`config.mk`:
```
export PLATFORM = sky130hd
export DESIGN_NAME = mux_stream_n1
export DESIGN_NICKNAME = d
export VERILOG_FILES = /design/src/rtl/mux_pkg.sv /design/src/rtl/rr_arbiter.sv /design/src/rtl/mux_stream_n1.sv
export SDC_FILE = /design/constraint.sdc
export NUM_CORES = 1
export LEC_CHECK = 0
export ABC_CLOCK_PERIOD_IN_PS = 3700
export CAP_MARGIN = 20
export CORE_MARGIN = 1
export CORE_UTILIZATION = 35
export DETAILED_ROUTE_END_ITERATION = 7
export PLACE_DENSITY = 0.84
export SETUP_SLACK_MARGIN = 0.05
export SYNTH_ARGS = -nofsm -noshare
export SYNTH_HDL_FRONTEND = slang
export SYNTH_HIERARCHICAL = 1
export SYNTH_SLANG_ARGS = --single-unit
```
`constraint.sdc`:
```
create_clock -name clk -period 3.7 [get_ports clk]
set_clock_uncertainty 0.1 [all_clocks]
set_input_delay 1.11 -clock clk [delete_from_list [all_inputs] [get_ports clk]]
set_output_delay 1.11 -clock clk [all_outputs]
set_load 0.02 [all_outputs]
```
`src/rtl/mux_pkg.sv`:
```
// Shared definitions for the N:1 stream mux: index-width helper and reset pointer.
// No ports; imported by mux_stream_n1 and rr_arbiter.
package mux_pkg;

    localparam int N_DEFAULT  = 4;
    localparam int RR_PTR_RST = N_DEFAULT - 1;

    // Number of bits needed to index n items (at least 1).
    function automatic int clog2(input int n);
        int r;
        r = 1;
        for (int i = 1; i < 31; i++) begin
            if ((1 << i) < n) begin
                r = i + 1;
            end
        end
        return r;
    endfunction

    // Round-robin pointer reset value: last channel, so channel 0 wins first.
    function automatic int rr_ptr_rst(input int n);
        return n - 1;
    endfunction

endpackage

```
`src/rtl/rr_arbiter.sv`:
```
// Combinational round-robin arbiter: first request above ptr, with wrap.
// Ports: req (N requests), ptr (last grant), gnt_oh (one-hot), gnt_idx, gnt_any.
module rr_arbiter
    import mux_pkg::*;
#(
    parameter int N = 4,
    localparam int SW = clog2(N)
) (
    input  logic [N-1:0]  req,
    input  logic [SW-1:0] ptr,
    output logic [N-1:0]  gnt_oh,
    output logic [SW-1:0] gnt_idx,
    output logic          gnt_any
);

    int c;

    always_comb begin
        gnt_oh  = '0;
        gnt_idx = '0;
        gnt_any = 1'b0;
        c       = 0;
        for (int k = 1; k <= N; k++) begin
            c = (int'(ptr) + k) % N;
            if (!gnt_any && req[c]) begin
                gnt_any   = 1'b1;
                gnt_idx   = SW'(c);
                gnt_oh[c] = 1'b1;
            end
        end
    end

endmodule

```
`src/rtl/mux_stream_n1.sv`:
```
// N:1 valid/ready stream mux with one registered output stage.
// Ports: clk, rst (async high), in_data/in_valid/in_ready (N channels), sel,
//   out_data/out_valid/out_ready, out_sel (source channel), sel_err (sticky).
// Macro MUX_STREAM_RR_EN: round-robin grant, sel ignored, sel_err tied low.
module mux_stream_n1
    import mux_pkg::*;
#(
    parameter int N = 4,
    parameter int W = 8,
    localparam int SW = clog2(N)
) (
    input  logic          clk,
    input  logic          rst,
    input  logic [N*W-1:0] in_data,
    input  logic [N-1:0]  in_valid,
    output logic [N-1:0]  in_ready,
    input  logic [SW-1:0] sel,
    output logic [W-1:0]  out_data,
    output logic          out_valid,
    input  logic          out_ready,
    output logic [SW-1:0] out_sel,
    output logic          sel_err
);

    logic          free;
    logic          grant;
    logic [SW-1:0] g;
    logic          accept;
    logic [W-1:0]  pick;

    assign free = !out_valid | out_ready;

`ifdef MUX_STREAM_RR_EN

    localparam logic [SW-1:0] PTR_RST = SW'(rr_ptr_rst(N));

    logic [SW-1:0] rr_ptr;
    logic [N-1:0]  gnt_oh;
    logic          unused_rr;

    rr_arbiter #(.N(N)) u_arb (
        .req    (in_valid),
        .ptr    (rr_ptr),
        .gnt_oh (gnt_oh),
        .gnt_idx(g),
        .gnt_any(grant)
    );

    // Pointer advances only on a real transfer, so a stalled
    // consumer does not skip channels.
    always_ff @(posedge clk or posedge rst) begin
        if (rst) begin
            rr_ptr <= PTR_RST;
        end else if (accept) begin
            rr_ptr <= g;
        end
    end

    assign unused_rr = ^{sel, gnt_oh};
    assign sel_err   = 1'b0;

`else

    logic err_q;

    assign g = sel;

    // Out-of-range selects only exist when N is not a power of two.
    generate
        if ((1 << SW) == N) begin : g_full
            assign grant = 1'b1;
        end else begin : g_part
            assign grant = (int'(sel) < N);
        end
    endgenerate

    always_ff @(posedge clk or posedge rst) begin
        if (rst) begin
            err_q <= 1'b0;
        end else if (!grant && (|in_valid)) begin
            err_q <= 1'b1;
        end
    end

    assign sel_err = err_q;

`endif

    // in_ready follows the grant even when that channel is idle.
    always_comb begin
        in_ready = '0;
        accept   = 1'b0;
        pick     = '0;
        for (int i = 0; i < N; i++) begin
            if (i == int'(g)) begin
                in_ready[i] = free & grant;
                accept      = free & grant & in_valid[i];
                pick        = in_data[i*W +: W];
            end
        end
    end

    always_ff @(posedge clk or posedge rst) begin
        if (rst) begin
            out_valid <= 1'b0;
            out_data  <= '0;
            out_sel   <= '0;
        end else if (accept) begin
            out_valid <= 1'b1;
            out_data  <= pick;
            out_sel   <= g;
        end else if (free) begin
            out_valid <= 1'b0;
        end
    end

endmodule

```
==> results.py <==
metrics = {
    "run_status": {
        "status": "completed",
    },
    "synth": {
        "synth_edf_count": 0,
        "ys_ff_latch": 11,
        "yosys.area_share.simple": 0.0712,
        "yosysWarnings": 6,
        "synth-compound-area-share": 0.0356,
        "synth_top_area_frac": 0.373,
        "synthFlopType": "dfrtp_1",
        "ys_seq_area_frac": 0.373,
        "syn_area_per_cell_um2": 14.8,
        "synthMuxAreaShare": 0.451,
        "ys_top_cells_by_area": "dfrtp_1, mux4_1, mux2_2",
        "yosys.area_share.adder": 0,
        "yosys.area.top_type": "dfrtp_1",
        "synthesis.nets": 91,
        "synthXorXnorAreaFrac": 0,
        "synth_top_family_by_area": "multiplexers",
        "async_flop_share": 1.00,
        "syn_inst": 50,
        "yosysMostFrequentCell": "dfrtp_1",
        "syn_area_um2": 738,
        "synthTopCellsByCount": "dfrtp_1, mux2_2, mux4_1",
        "yosys.cell_types.count": 23,
    },
    "power_and_ir_drop": {
        "leakagePower_uw": 0.000569,
        "power_frac_seq": 0.351,
        "peakVddDrop_mv": 0.176,
        "powerDensity_nw_per_um2": 351,
        "p_int_uw": 327,
        "pwr-share-clk": 0.171,
        "comb_power_share": 0.478,
        "netSwitchingFraction": 0.305,
        "finalPower_uw": 470,
        "p_switching_uw": 143,
    },
    "critical_path": {
        "worstPathMaxFanout": 6,
        "cp.arrival_ps": 2310,
        "worst-setup-path-type": "in2out",
        "required_ps": 2490,
        "endpoint_kind": "output pin",
        "start_kind": "primary input",
    },
    "clock_network": {
        "path_clk_slew_ps": 70,
        "cts_tree": "yes",
        "cts.path.max_buffers": 2,
        "h-tree-depth": 1,
        "clock-sinks": 11,
        "root_buffer": "clkbuf_4",
        "cts_made_buffers": 3,
        "clock_latency_ps": 260,
    },
    "die": {
        "core_area_um2": 1980,
        "start_util": 0.372,
        "die_x_um": 47.9,
        "die_h_um": 47.9,
        "core.rowCount": 16,
        "dieArea_um2": 2300,
        "pin_count": 57,
    },
    "grt": {
        "grt-ovfl-total": 0,
        "grt_max_degree": 12,
        "antenna_found_initial": 0,
        "grt_pass1_wl_mm": 2.50,
        "grtUsageTotal": 0.158,
        "grt_pass1_vias": 611,
    },
    "routing": {
        "drt_iter0_markers": 8,
        "vias": 661,
        "route.final.wire_length_mm": 1.80,
        "drt_pass1_iterations": 4,
        "vias_per_cell": 4.86,
        "ant_nets": 0,
        "drcViolationCount": 0,
        "routedWlPerCell_um": 13.2,
    },
    "sta": {
        "period_minus_slack_ps": 3520,
        "fmax_ghz": 0.284,
        "slew_violations": 0,
        "period_share": 0.951,
        "rsz0062_at_grt": "false",
        "setup_violations": 0,
        "worst_slack_ps": 183,
        "finalHoldViolCount": 0,
    },
    "job": {
        "drv_cap": 0,
    },
    "layout": {
        "fin_nets": 151,
        "n_antenna_cell": 0,
        "drive_above_1_share": 0.183,
        "final_util": 0.677,
        "finalNonFillerCells": 136,
        "fillers": 150,
        "syn_to_final_growth_pct": 81.7,
    },
    "place": {
        "portBuffers": 55,
        "place_inst": 132,
        "dpl.hpwl_mm": 1.49,
        "place.gp.congestion": 0.629,
        "dp_slack_ps": -137,
    },
    "hold_path": {
        "hold_path.class": "reg2reg",
    },
}
## per-layer routing
layer | vias to the layer above | global-route usage | share of wire
met3 | 2 | 0.0189 | 0.051
met5 | - | 0 | 0
met4 | 0 | 0.0667 | 0.011
met1 | 316 | 0.160 | 0.36
li1 | 312 | - | -
met2 | 31 | 0.316 | 0.58
## area by class of cell
type                            count  area (um^2)  share of cell area
Tap cell                           27         33.8              0.0252
Inverter                            2         7.51             0.00560
Sequential cell                    11          275               0.205
Clock buffer                        4         26.3              0.0196
Timing Repair Buffer               60          583               0.435
Multi-Input combinational cell     32          415               0.310
## metrics by stage
| stage | hold slack (ps) | setup TNS, ps | instance area, um^2 |
|---|---|---|---|
| after global placement | 389 | -1.91 | 1320 |
| after CTS | 408 | 0 | 1340 |
| after global routing | 437 | 0 | 1340 |
| final | 405 | 0 | 1340 |
| after floorplan | 521 | 0 | 738 |
| after detailed placement | 398 | -137 | 1320 |
## final timing paths
kind | startpoint | end | slack (ps) | depth (start not counted)
min in group asynchronous | rst | out_data[1] | 1040 | 2
setup reg to reg | out_valid | out_data[2] | 2000 | 4
hold / removal | out_data[6] | out_data[6] | 410 | 1
setup / recovery | sel[0] | in_ready[1] | 180 | 3
max in group asynchronous | rst | out_data[7] | 2170 | 2
hold reg to reg | out_data[6] | out_data[6] | 410 | 1
## flip-flops by register name, indices dropped and copies added, names as in the netlist
signal	cells
out_valid	1
out_data	8
out_sel	2
## cells by family after synthesis
| logic type | after synthesis |
|---|---|
| multiplexers | 19 |
| AND/OR/NAND/NOR | 10 |
| flip-flops | 11 |
| AO/OA/AOI/OAI | 2 |
| buffers and inverters | 7 |
| other | 1 |
## layout by cell type, fill, tap and decap left out, drive strengths merged, types with 2 or more instances in the layout
cell            n
buf             5
clkbuf          4
clkdlybuf4s50  51
dfrtp          11
dlygate4sd2     4
inv             2
mux2           10
mux4            8
nand2           2
nor3            2
## timing repair
item,4_1_cts,5_1_grt
resized for setup,4,0
hold buffers,0,0
buffers inserted,0,0
setup endpoints to repair,4,0
## critical path, cell delays in order
cell,delay (ps)
clkdlybuf4s50_1,570
nor3b_1,250
dlygate4sd2_1,380
## power by group through the flow
stage                     Combinational, uW  Sequential, uW  Clock (uW)
after floorplan                        71.3             205           0
after global placement                  225             167           0
after detailed placement                229             168           0
after CTS                               228             166        81.9
after global routing                    241             170        89.5
final                                   225             165        80.3
Note: power is estimated with default switching activity, not from simulation.
